### config.mk
export PLATFORM = sky130hd
export DESIGN_NAME = id_stage_flat
export DESIGN_NICKNAME = d
export VERILOG_FILES = /design/src/rtl/id_stage_if.sv /design/src/rtl/id_stage.sv /design/src/flat_wrapper.sv
export SDC_FILE = /design/constraint.sdc
export NUM_CORES = 2
export LEC_CHECK = 0
export BUFFER_PORTS_ARGS = -buffer_cell sky130_fd_sc_hd__buf_4
export CAP_MARGIN = 20
export CELL_PAD_IN_SITES_DETAIL_PLACEMENT = 1
export CELL_PAD_IN_SITES_GLOBAL_PLACEMENT = 1
export CORE_ASPECT_RATIO = 0.8
export CORE_MARGIN = 3
export CORE_UTILIZATION = 30
export CTS_CLUSTER_SIZE = 25
export DETAILED_ROUTE_END_ITERATION = 16
export GPL_TIMING_DRIVEN = 0
export PLACE_DENSITY_LB_ADDON = 0.3
export SKIP_LAST_GASP = 1
export SYNTH_ARGS = -nofsm -noshare
export SYNTH_HDL_FRONTEND = slang
export SYNTH_SLANG_ARGS = --single-unit
### constraint.sdc
create_clock -name clk -period 5.55 [get_ports clk]
set_input_delay 0.2775 -clock clk [delete_from_list [all_inputs] [get_ports clk]]
set_output_delay 0.2775 -clock clk [all_outputs]
set_load 0.01 [all_outputs]
### src/rtl/id_stage_if.sv
// ---------------------------------------------------------------------------
// id_stage_if
// Bundles every non-clock/reset signal of the RV32I decode stage.
//   master : the pipeline environment (fetch, write-back, EX control).
//            It drives IF/ID, stall/flush and the write-back port, and
//            observes hazard_stall and the ID/EX register.
//   slave  : the decode stage itself (id_stage).
// Signals:
//   if_pc/if_instr/if_valid   IF/ID contents
//   stall_id/flush_id         ID/EX hold / squash requests
//   wb_we/wb_rd/wb_data       register-file write port
//   hazard_stall              load-use detected (combinational)
//   ex_*                      registered ID/EX boundary
// ---------------------------------------------------------------------------
interface id_stage_if #(
    parameter int XLEN = 32
) ();
    logic [XLEN-1:0] if_pc;
    logic [31:0]     if_instr;
    logic            if_valid;
    logic            stall_id;
    logic            flush_id;
    logic            wb_we;
    logic [4:0]      wb_rd;
    logic [XLEN-1:0] wb_data;

    logic            hazard_stall;
    logic            ex_valid;
    logic [XLEN-1:0] ex_pc;
    logic [XLEN-1:0] ex_rs1_val;
    logic [XLEN-1:0] ex_rs2_val;
    logic [XLEN-1:0] ex_imm;
    logic [4:0]      ex_rs1;
    logic [4:0]      ex_rs2;
    logic [4:0]      ex_rd;
    logic [2:0]      ex_funct3;
    logic [3:0]      ex_alu_op;
    logic            ex_alu_src_imm;
    logic            ex_mem_read;
    logic            ex_mem_write;
    logic            ex_reg_write;
    logic            ex_branch;
    logic            ex_jump;
    logic            ex_illegal;

    modport master (
        output if_pc, if_instr, if_valid, stall_id, flush_id,
               wb_we, wb_rd, wb_data,
        input  hazard_stall, ex_valid, ex_pc, ex_rs1_val, ex_rs2_val, ex_imm,
               ex_rs1, ex_rs2, ex_rd, ex_funct3, ex_alu_op, ex_alu_src_imm,
               ex_mem_read, ex_mem_write, ex_reg_write, ex_branch, ex_jump,
               ex_illegal
    );

    modport slave (
        input  if_pc, if_instr, if_valid, stall_id, flush_id,
               wb_we, wb_rd, wb_data,
        output hazard_stall, ex_valid, ex_pc, ex_rs1_val, ex_rs2_val, ex_imm,
               ex_rs1, ex_rs2, ex_rd, ex_funct3, ex_alu_op, ex_alu_src_imm,
               ex_mem_read, ex_mem_write, ex_reg_write, ex_branch, ex_jump,
               ex_illegal
    );
endinterface

### src/rtl/id_stage.sv
// ---------------------------------------------------------------------------
// id_stage
// RV32I decode stage: 32x32 register file with write-to-read bypass, full
// base-ISA decode and immediate generation, load-use hazard detection and
// the registered ID/EX boundary with stall/flush control.
// Ports:
//   clk    clock
//   rst_n  synchronous active-low reset; clears x0..x31 and ID/EX
//   bus    id_stage_if.slave (IF/ID in, WB port in, stall/flush in,
//          hazard_stall and ex_* out)
// ---------------------------------------------------------------------------
module id_stage #(
    parameter int XLEN  = 32,
    parameter int NREGS = 32
) (
    input  logic        clk,
    input  logic        rst_n,
    id_stage_if.slave   bus
);

    localparam logic [6:0] OPC_LUI    = 7'b0110111;
    localparam logic [6:0] OPC_AUIPC  = 7'b0010111;
    localparam logic [6:0] OPC_JAL    = 7'b1101111;
    localparam logic [6:0] OPC_JALR   = 7'b1100111;
    localparam logic [6:0] OPC_BRANCH = 7'b1100011;
    localparam logic [6:0] OPC_LOAD   = 7'b0000011;
    localparam logic [6:0] OPC_STORE  = 7'b0100011;
    localparam logic [6:0] OPC_OP_IMM = 7'b0010011;
    localparam logic [6:0] OPC_OP     = 7'b0110011;

    localparam logic [3:0] ALU_ADD   = 4'd0;
    localparam logic [3:0] ALU_SUB   = 4'd1;
    localparam logic [3:0] ALU_SLL   = 4'd2;
    localparam logic [3:0] ALU_SLT   = 4'd3;
    localparam logic [3:0] ALU_SLTU  = 4'd4;
    localparam logic [3:0] ALU_XOR   = 4'd5;
    localparam logic [3:0] ALU_SRL   = 4'd6;
    localparam logic [3:0] ALU_SRA   = 4'd7;
    localparam logic [3:0] ALU_OR    = 4'd8;
    localparam logic [3:0] ALU_AND   = 4'd9;
    localparam logic [3:0] ALU_PASSB = 4'd10;

    typedef struct packed {
        logic            valid;
        logic [XLEN-1:0] pc;
        logic [XLEN-1:0] rs1_val;
        logic [XLEN-1:0] rs2_val;
        logic [XLEN-1:0] imm;
        logic [4:0]      rs1;
        logic [4:0]      rs2;
        logic [4:0]      rd;
        logic [2:0]      funct3;
        logic [3:0]      alu_op;
        logic            alu_src_imm;
        logic            mem_read;
        logic            mem_write;
        logic            reg_write;
        logic            branch;
        logic            jump;
        logic            illegal;
    } id_ex_t;

    // alt selects SUB (funct3=000) or SRA (funct3=101); callers decide when
    // funct7[5] is allowed to have that effect.
    function automatic logic [3:0] alu_from_funct3(input logic [2:0] f3,
                                                   input logic       alt);
        logic [3:0] op;
        case (f3)
            3'b000:  op = alt ? ALU_SUB : ALU_ADD;
            3'b001:  op = ALU_SLL;
            3'b010:  op = ALU_SLT;
            3'b011:  op = ALU_SLTU;
            3'b100:  op = ALU_XOR;
            3'b101:  op = alt ? ALU_SRA : ALU_SRL;
            3'b110:  op = ALU_OR;
            default: op = ALU_AND;
        endcase
        return op;
    endfunction

    logic [31:0]     instr;
    logic [6:0]      opcode;
    logic [4:0]      rs1;
    logic [4:0]      rs2;
    logic [2:0]      funct3;
    logic            funct7_b5;

    logic [XLEN-1:0] regs [NREGS];
    logic [XLEN-1:0] rs1_val;
    logic [XLEN-1:0] rs2_val;

    logic [XLEN-1:0] imm_i;
    logic [XLEN-1:0] imm_s;
    logic [XLEN-1:0] imm_b;
    logic [XLEN-1:0] imm_u;
    logic [XLEN-1:0] imm_j;

    logic            uses_rs1;
    logic            uses_rs2;
    logic            hazard;

    id_ex_t          dec;
    id_ex_t          ex_q;

    assign instr     = bus.if_instr;
    assign opcode    = instr[6:0];
    assign rs1       = instr[19:15];
    assign rs2       = instr[24:20];
    assign funct3    = instr[14:12];
    assign funct7_b5 = instr[30];

    // Register file. x0 is never written, so it stays zero after reset.
    always_ff @(posedge clk) begin
        if (!rst_n) begin
            for (int i = 0; i < NREGS; i++) begin
                regs[i] <= '0;
            end
        end else if (bus.wb_we && (bus.wb_rd != 5'd0)) begin
            regs[bus.wb_rd] <= bus.wb_data;
        end
    end

    // Same-cycle WB bypass so an instruction decoded while its source is
    // being written captures the new value.
    always_comb begin
        rs1_val = regs[rs1];
        if (rs1 == 5'd0) begin
            rs1_val = '0;
        end else if (bus.wb_we && (bus.wb_rd == rs1)) begin
            rs1_val = bus.wb_data;
        end
    end

    always_comb begin
        rs2_val = regs[rs2];
        if (rs2 == 5'd0) begin
            rs2_val = '0;
        end else if (bus.wb_we && (bus.wb_rd == rs2)) begin
            rs2_val = bus.wb_data;
        end
    end

    assign imm_i = {{20{instr[31]}}, instr[31:20]};
    assign imm_s = {{20{instr[31]}}, instr[31:25], instr[11:7]};
    assign imm_b = {{19{instr[31]}}, instr[31], instr[7], instr[30:25],
                    instr[11:8], 1'b0};
    assign imm_u = {instr[31:12], 12'b0};
    assign imm_j = {{11{instr[31]}}, instr[31], instr[19:12], instr[20],
                    instr[30:21], 1'b0};

    // Register indices and funct3 always pass through; immediate and all
    // control fields stay zero for formats (OP, illegal) that define none.
    always_comb begin
        dec             = '0;
        dec.valid       = 1'b1;
        dec.pc          = bus.if_pc;
        dec.rs1_val     = rs1_val;
        dec.rs2_val     = rs2_val;
        dec.rs1         = rs1;
        dec.rs2         = rs2;
        dec.rd          = instr[11:7];
        dec.funct3      = funct3;
        uses_rs1        = 1'b0;
        uses_rs2        = 1'b0;
        case (opcode)
            OPC_LUI: begin
                dec.imm         = imm_u;
                dec.alu_op      = ALU_PASSB;
                dec.alu_src_imm = 1'b1;
                dec.reg_write   = 1'b1;
            end
            OPC_AUIPC: begin
                dec.imm         = imm_u;
                dec.alu_op      = ALU_ADD;
                dec.alu_src_imm = 1'b1;
                dec.reg_write   = 1'b1;
            end
            OPC_JAL: begin
                dec.imm         = imm_j;
                dec.alu_src_imm = 1'b1;
                dec.jump        = 1'b1;
                dec.reg_write   = 1'b1;
            end
            OPC_JALR: begin
                dec.imm         = imm_i;
                dec.alu_src_imm = 1'b1;
                dec.jump        = 1'b1;
                dec.reg_write   = 1'b1;
                uses_rs1        = 1'b1;
            end
            OPC_BRANCH: begin
                dec.imm         = imm_b;
                dec.branch      = 1'b1;
                uses_rs1        = 1'b1;
                uses_rs2        = 1'b1;
            end
            OPC_LOAD: begin
                dec.imm         = imm_i;
                dec.alu_op      = ALU_ADD;
                dec.alu_src_imm = 1'b1;
                dec.mem_read    = 1'b1;
                dec.reg_write   = 1'b1;
                uses_rs1        = 1'b1;
            end
            OPC_STORE: begin
                dec.imm         = imm_s;
                dec.alu_op      = ALU_ADD;
                dec.alu_src_imm = 1'b1;
                dec.mem_write   = 1'b1;
                uses_rs1        = 1'b1;
                uses_rs2        = 1'b1;
            end
            OPC_OP_IMM: begin
                dec.imm         = imm_i;
                // In I-type the funct7 bits are immediate bits; only SRAI
                // gives bit 30 an opcode meaning.
                dec.alu_op      = alu_from_funct3(funct3,
                                      (funct3 == 3'b101) && funct7_b5);
                dec.alu_src_imm = 1'b1;
                dec.reg_write   = 1'b1;
                uses_rs1        = 1'b1;
            end
            OPC_OP: begin
                dec.alu_op      = alu_from_funct3(funct3, funct7_b5);
                dec.reg_write   = 1'b1;
                uses_rs1        = 1'b1;
                uses_rs2        = 1'b1;
            end
            default: begin
                dec.illegal     = 1'b1;
            end
        endcase
    end

    // A flush kills whatever is in IF/ID this cycle, so there is nothing to
    // protect and no reason to hold the front end.
    assign hazard = bus.if_valid && ex_q.valid && ex_q.mem_read &&
                    (ex_q.rd != 5'd0) &&
                    ((uses_rs1 && (rs1 == ex_q.rd)) ||
                     (uses_rs2 && (rs2 == ex_q.rd))) &&
                    !bus.flush_id;

    always_ff @(posedge clk) begin
        if (!rst_n) begin
            ex_q <= '0;
        end else if (bus.flush_id) begin
            ex_q <= '0;
        end else if (bus.stall_id) begin
            ex_q <= ex_q;
        end else if (hazard || !bus.if_valid) begin
            ex_q <= '0;
        end else begin
            ex_q <= dec;
        end
    end

    assign bus.hazard_stall   = hazard;
    assign bus.ex_valid       = ex_q.valid;
    assign bus.ex_pc          = ex_q.pc;
    assign bus.ex_rs1_val     = ex_q.rs1_val;
    assign bus.ex_rs2_val     = ex_q.rs2_val;
    assign bus.ex_imm         = ex_q.imm;
    assign bus.ex_rs1         = ex_q.rs1;
    assign bus.ex_rs2         = ex_q.rs2;
    assign bus.ex_rd          = ex_q.rd;
    assign bus.ex_funct3      = ex_q.funct3;
    assign bus.ex_alu_op      = ex_q.alu_op;
    assign bus.ex_alu_src_imm = ex_q.alu_src_imm;
    assign bus.ex_mem_read    = ex_q.mem_read;
    assign bus.ex_mem_write   = ex_q.mem_write;
    assign bus.ex_reg_write   = ex_q.reg_write;
    assign bus.ex_branch      = ex_q.branch;
    assign bus.ex_jump        = ex_q.jump;
    assign bus.ex_illegal     = ex_q.illegal;

endmodule

### src/flat_wrapper.sv
// flat-port wrapper written by rule: the top's interface ports become plain ports
module id_stage_flat 
#(
    parameter int XLEN  = 32,
    parameter int NREGS = 32
)
  (clk, rst_n, bus_if_pc, bus_if_instr, bus_if_valid, bus_stall_id, bus_flush_id, bus_wb_we, bus_wb_rd, bus_wb_data, bus_hazard_stall, bus_ex_valid, bus_ex_pc, bus_ex_rs1_val, bus_ex_rs2_val, bus_ex_imm, bus_ex_rs1, bus_ex_rs2, bus_ex_rd, bus_ex_funct3, bus_ex_alu_op, bus_ex_alu_src_imm, bus_ex_mem_read, bus_ex_mem_write, bus_ex_reg_write, bus_ex_branch, bus_ex_jump, bus_ex_illegal);
  id_stage_if #(.XLEN(XLEN)) bus_i ();
  input  logic clk;
  input  logic rst_n;
  input wire logic [$bits(bus_i.if_pc)-1:0] bus_if_pc;
  input wire logic [$bits(bus_i.if_instr)-1:0] bus_if_instr;
  input wire logic [$bits(bus_i.if_valid)-1:0] bus_if_valid;
  input wire logic [$bits(bus_i.stall_id)-1:0] bus_stall_id;
  input wire logic [$bits(bus_i.flush_id)-1:0] bus_flush_id;
  input wire logic [$bits(bus_i.wb_we)-1:0] bus_wb_we;
  input wire logic [$bits(bus_i.wb_rd)-1:0] bus_wb_rd;
  input wire logic [$bits(bus_i.wb_data)-1:0] bus_wb_data;
  output wire logic [$bits(bus_i.hazard_stall)-1:0] bus_hazard_stall;
  output wire logic [$bits(bus_i.ex_valid)-1:0] bus_ex_valid;
  output wire logic [$bits(bus_i.ex_pc)-1:0] bus_ex_pc;
  output wire logic [$bits(bus_i.ex_rs1_val)-1:0] bus_ex_rs1_val;
  output wire logic [$bits(bus_i.ex_rs2_val)-1:0] bus_ex_rs2_val;
  output wire logic [$bits(bus_i.ex_imm)-1:0] bus_ex_imm;
  output wire logic [$bits(bus_i.ex_rs1)-1:0] bus_ex_rs1;
  output wire logic [$bits(bus_i.ex_rs2)-1:0] bus_ex_rs2;
  output wire logic [$bits(bus_i.ex_rd)-1:0] bus_ex_rd;
  output wire logic [$bits(bus_i.ex_funct3)-1:0] bus_ex_funct3;
  output wire logic [$bits(bus_i.ex_alu_op)-1:0] bus_ex_alu_op;
  output wire logic [$bits(bus_i.ex_alu_src_imm)-1:0] bus_ex_alu_src_imm;
  output wire logic [$bits(bus_i.ex_mem_read)-1:0] bus_ex_mem_read;
  output wire logic [$bits(bus_i.ex_mem_write)-1:0] bus_ex_mem_write;
  output wire logic [$bits(bus_i.ex_reg_write)-1:0] bus_ex_reg_write;
  output wire logic [$bits(bus_i.ex_branch)-1:0] bus_ex_branch;
  output wire logic [$bits(bus_i.ex_jump)-1:0] bus_ex_jump;
  output wire logic [$bits(bus_i.ex_illegal)-1:0] bus_ex_illegal;
  assign bus_i.if_pc = bus_if_pc;
  assign bus_i.if_instr = bus_if_instr;
  assign bus_i.if_valid = bus_if_valid;
  assign bus_i.stall_id = bus_stall_id;
  assign bus_i.flush_id = bus_flush_id;
  assign bus_i.wb_we = bus_wb_we;
  assign bus_i.wb_rd = bus_wb_rd;
  assign bus_i.wb_data = bus_wb_data;
  assign bus_hazard_stall = bus_i.hazard_stall;
  assign bus_ex_valid = bus_i.ex_valid;
  assign bus_ex_pc = bus_i.ex_pc;
  assign bus_ex_rs1_val = bus_i.ex_rs1_val;
  assign bus_ex_rs2_val = bus_i.ex_rs2_val;
  assign bus_ex_imm = bus_i.ex_imm;
  assign bus_ex_rs1 = bus_i.ex_rs1;
  assign bus_ex_rs2 = bus_i.ex_rs2;
  assign bus_ex_rd = bus_i.ex_rd;
  assign bus_ex_funct3 = bus_i.ex_funct3;
  assign bus_ex_alu_op = bus_i.ex_alu_op;
  assign bus_ex_alu_src_imm = bus_i.ex_alu_src_imm;
  assign bus_ex_mem_read = bus_i.ex_mem_read;
  assign bus_ex_mem_write = bus_i.ex_mem_write;
  assign bus_ex_reg_write = bus_i.ex_reg_write;
  assign bus_ex_branch = bus_i.ex_branch;
  assign bus_ex_jump = bus_i.ex_jump;
  assign bus_ex_illegal = bus_i.ex_illegal;
  id_stage #(.XLEN(XLEN), .NREGS(NREGS)) u_core (.clk(clk), .rst_n(rst_n), .bus(bus_i));
endmodule
==> out/metrics.cfg <==
[global_routing]
grt_pass1_vias = 47380
grt_pass1_wl_um = 428000
grt_max_degree = 27
grt_use_total_pct = 30.50
overflow = 0
antenna_found_initial = 39

[synth]
synth_simple_gate_area_share_pct = 13.40
synth_top_flop_cell = edfxtp_1
synth-edff-count = 1024
synth_compound_area_share_pct = 8.781
synth_seq_cells = 1182
synth.top_cells.by_area = edfxtp_1, and2_1, mux4_2
syn-cell-area_mm2 = 0.06095
synth_xor_area_share_pct = 0.2874
synthMuxAreaShare_pct = 18.00
synth-async-reset-ratio_pct = 0
ys_types = 60
synth_area_leader_cell = edfxtp_1
yosysSeqAreaShare_pct = 55.64
synth_fa_ha_area_share_pct = 0
synth_top_area_share_pct = 50.45
syn_inst = 4547
syn_avg_cell_area_um2 = 13.41
synth_top_family_by_area = multiplexers
yosys_warnings = 0

[placement]
post-place-cells = 7600
dp_hpwl_um = 245400
port_buffers = 252
placed_area_mm2 = 0.06827
gp_congestion = 1.019

[floorplan]
io_pins = 266
die_w_um = 510.0
die_area_mm2 = 0.2087
rows = 147
core_area_mm2 = 0.2014
die_h_um = 409.2
start_util_pct = 30.27

[clock_tree]
cts.sinks = 1182
cts_tree = done
clock-root-buffer = clkbuf_16
cts-htree-levels = 4
path_clk_slew_ns = 0.06
cts_setup_buffers = 0
cts_made_buffers = 138
clockBufferDepth = 3
insertion_delay_ns = 0.81

[setup_path]
r2r_cells = 8
critPathRequiredTime_ns = 6.29
rrSetupSlack_ns = 1.81
reg2reg_from = u_core.bus.ex_rd[0]
worstSetupEndpointType = register
rr_endpoint = u_core.bus.ex_rs2_val[23]
crit_type = input port to register
cp.arrival_ns = 5.15
start_kind = input port
crit_fanout = 10

[timing]
setup_viol = 0
finalClockSkew_ns = 0.04422
rsz0062_at_grt = no
slew_headroom_pct = 10.73
fin_crit_sh_pct = 79.42
hold_violations = 0
fin_crit_ns = 4.408
fmax_mhz = 226.9
maxSlewViolCount = 0
worst_pin_slew_ns = 1.339

[routing]
drt_iter0_drc = 7522
via_count = 47950
drt-vias-per-instance = 6.029
ant_nets = 0
wire_per_inst_um = 41.00
drt-total-wl_um = 326100
dr.pass1.iters = 6
drcViolationCount = 0

[power_and_ir_drop]
leakagePower_nw = 26.68
powerDensity_mw_per_mm2 = 305.6
vdd_drop_max_v = 0.0002541
totalPowerFinal_w = 0.02250

[final_layout]
nets = 5260
drive_above_1_share_pct = 20.50
finish.utilization_pct = 36.55
fin_area_mm2 = 0.07362
areaGrowthSynthToFinish_pct = 20.78
final_cells = 7954

[run_status]
status = complete, no violations

[worst_hold_path]
whs_path_depth = 5
hold_end = u_core.bus.ex_imm[31]
hp-class = input port to register
hp-start = bus_if_instr[0]

[flow_run]
maxCapViolCount = 0

## cell usage after synthesis (all sizes together) (66+ instances only)
library cell	count
nor4	66
buf	166
dfxtp	158
nand2	82
and2	995
mux4	256
a221oi	81
edfxtp	1024
nor2	162
a211oi	75
mux2i	466
clkbuf	321
o21ai	105
## power breakdown
part / leakage, nW / switching, W / internal, W
clock: 2.12 / 0.00403 / 0.00504
sequential: 11.0 / 0.000252 / 0.0101
combinational: 13.5 / 0.00206 / 0.00103
## state kept, by name, indices dropped and copies added, names as in the netlist
signal                     count
u_core.bus.ex_alu_op           4
u_core.bus.ex_branch           1
u_core.bus.ex_alu_src_imm      1
u_core.bus.ex_rs1              5
u_core.bus.ex_rd               5
u_core.regs                 1024
u_core.bus.ex_rs1_val         32
u_core.bus.ex_illegal          1
u_core.bus.ex_rs2              5
u_core.bus.ex_mem_read         1
u_core.bus.ex_imm             32
u_core.bus.ex_jump             1
u_core.bus.ex_valid            1
u_core.bus.ex_mem_write        1
u_core.bus.ex_pc              32
u_core.bus.ex_reg_write        1
u_core.bus.ex_funct3           3
u_core.bus.ex_rs2_val         32
## worst max path at each step
| stage | start | to | slack, ns | cells after the start |
|---|---|---|---|---|
| after floorplan | bus_wb_rd[2] | u_core.regs[28][0] | 1.57 | 6 |
| after global placement | bus_wb_rd[4] | u_core.regs[4][6] | -2.83 | 6 |
| after CTS | bus_if_instr[17] | u_core.bus.ex_rs1_val[28] | 1.63 | 9 |
| after detailed placement | bus_if_instr[17] | u_core.bus.ex_rs1_val[28] | 0.81 | 9 |
| after global routing | bus_if_instr[17] | u_core.bus.ex_rs1_val[28] | 1.48 | 9 |
| final | bus_if_instr[17] | u_core.bus.ex_rs1_val[28] | 1.14 | 9 |
## cell usage in the layout, fill, tap and decap left out, types with 85 or more instances in the layout
cell type      instances
mux4_2               256
clkbuf_16            141
edfxtp_1            1024
buf_4                312
and2_1               995
dlygate4sd3_1         85
mux2i_1              466
dfxtp_1              158
clkbuf_1             343
nor2_1               162
## per-layer routing
metal  share of wire [%]  GRT usage, %  vias to the layer above
met2                  41         43.34                     3489
met1                  39         40.06                    25070
met3                  12         9.364                      781
li1                    -             -                    18610
met4                 7.8         19.64                        6
met5               0.035             0                        -
## layout make-up
class	count	area (µm²)
diodes	13	32.53
plain buffers	487	2376
clock buffers	186	3817
clock inverters	60	516.7
fillers	21180	127800
inverters	2	7.507
multi-input cells	2907	25150
flip-flops and latches	1182	33910
well taps	2682	3356
repair buffers	435	4449
## through the flow
stage                     setup TNS (ns)  hold WS [ns]  setup slack [ns]
after detailed placement               0        0.4483            0.8086
after floorplan                        0        0.4032             1.572
final                                  0       0.06356             1.142
after global placement          -1759.31        0.4401            -2.826
after CTS                              0       0.01554             1.627
after global routing                   0       0.07963             1.481
## cells by family (layout without fill, tap and decap cells)
| kind of cell | after synthesis | count (layout) |
|---|---|---|
| buffers and inverters | 489 | 1170 |
| AND/OR/NAND/NOR | 1387 | 1387 |
| flip-flops | 1182 | 1182 |
| AO/OA/AOI/OAI | 698 | 698 |
| other | 1 | 45 |
| XOR/XNOR | 20 | 20 |
| multiplexers | 770 | 770 |
## critical path, cell delays in order
cell	delay (ns)
buf_4	0.09
buf_2	0.41
nor2b_1	0.20
buf_2	0.38
clkbuf_1	1.00
clkbuf_1	0.99
a211oi_1	0.58
nor4_1	0.97
a221o_1	0.21
## what timing repair did
action	in CTS	in global routing
hold buffers	85	0
endpoints found under the hold margin	161	0
resized for setup	0	0
Note: power is estimated with default switching activity, not from simulation.
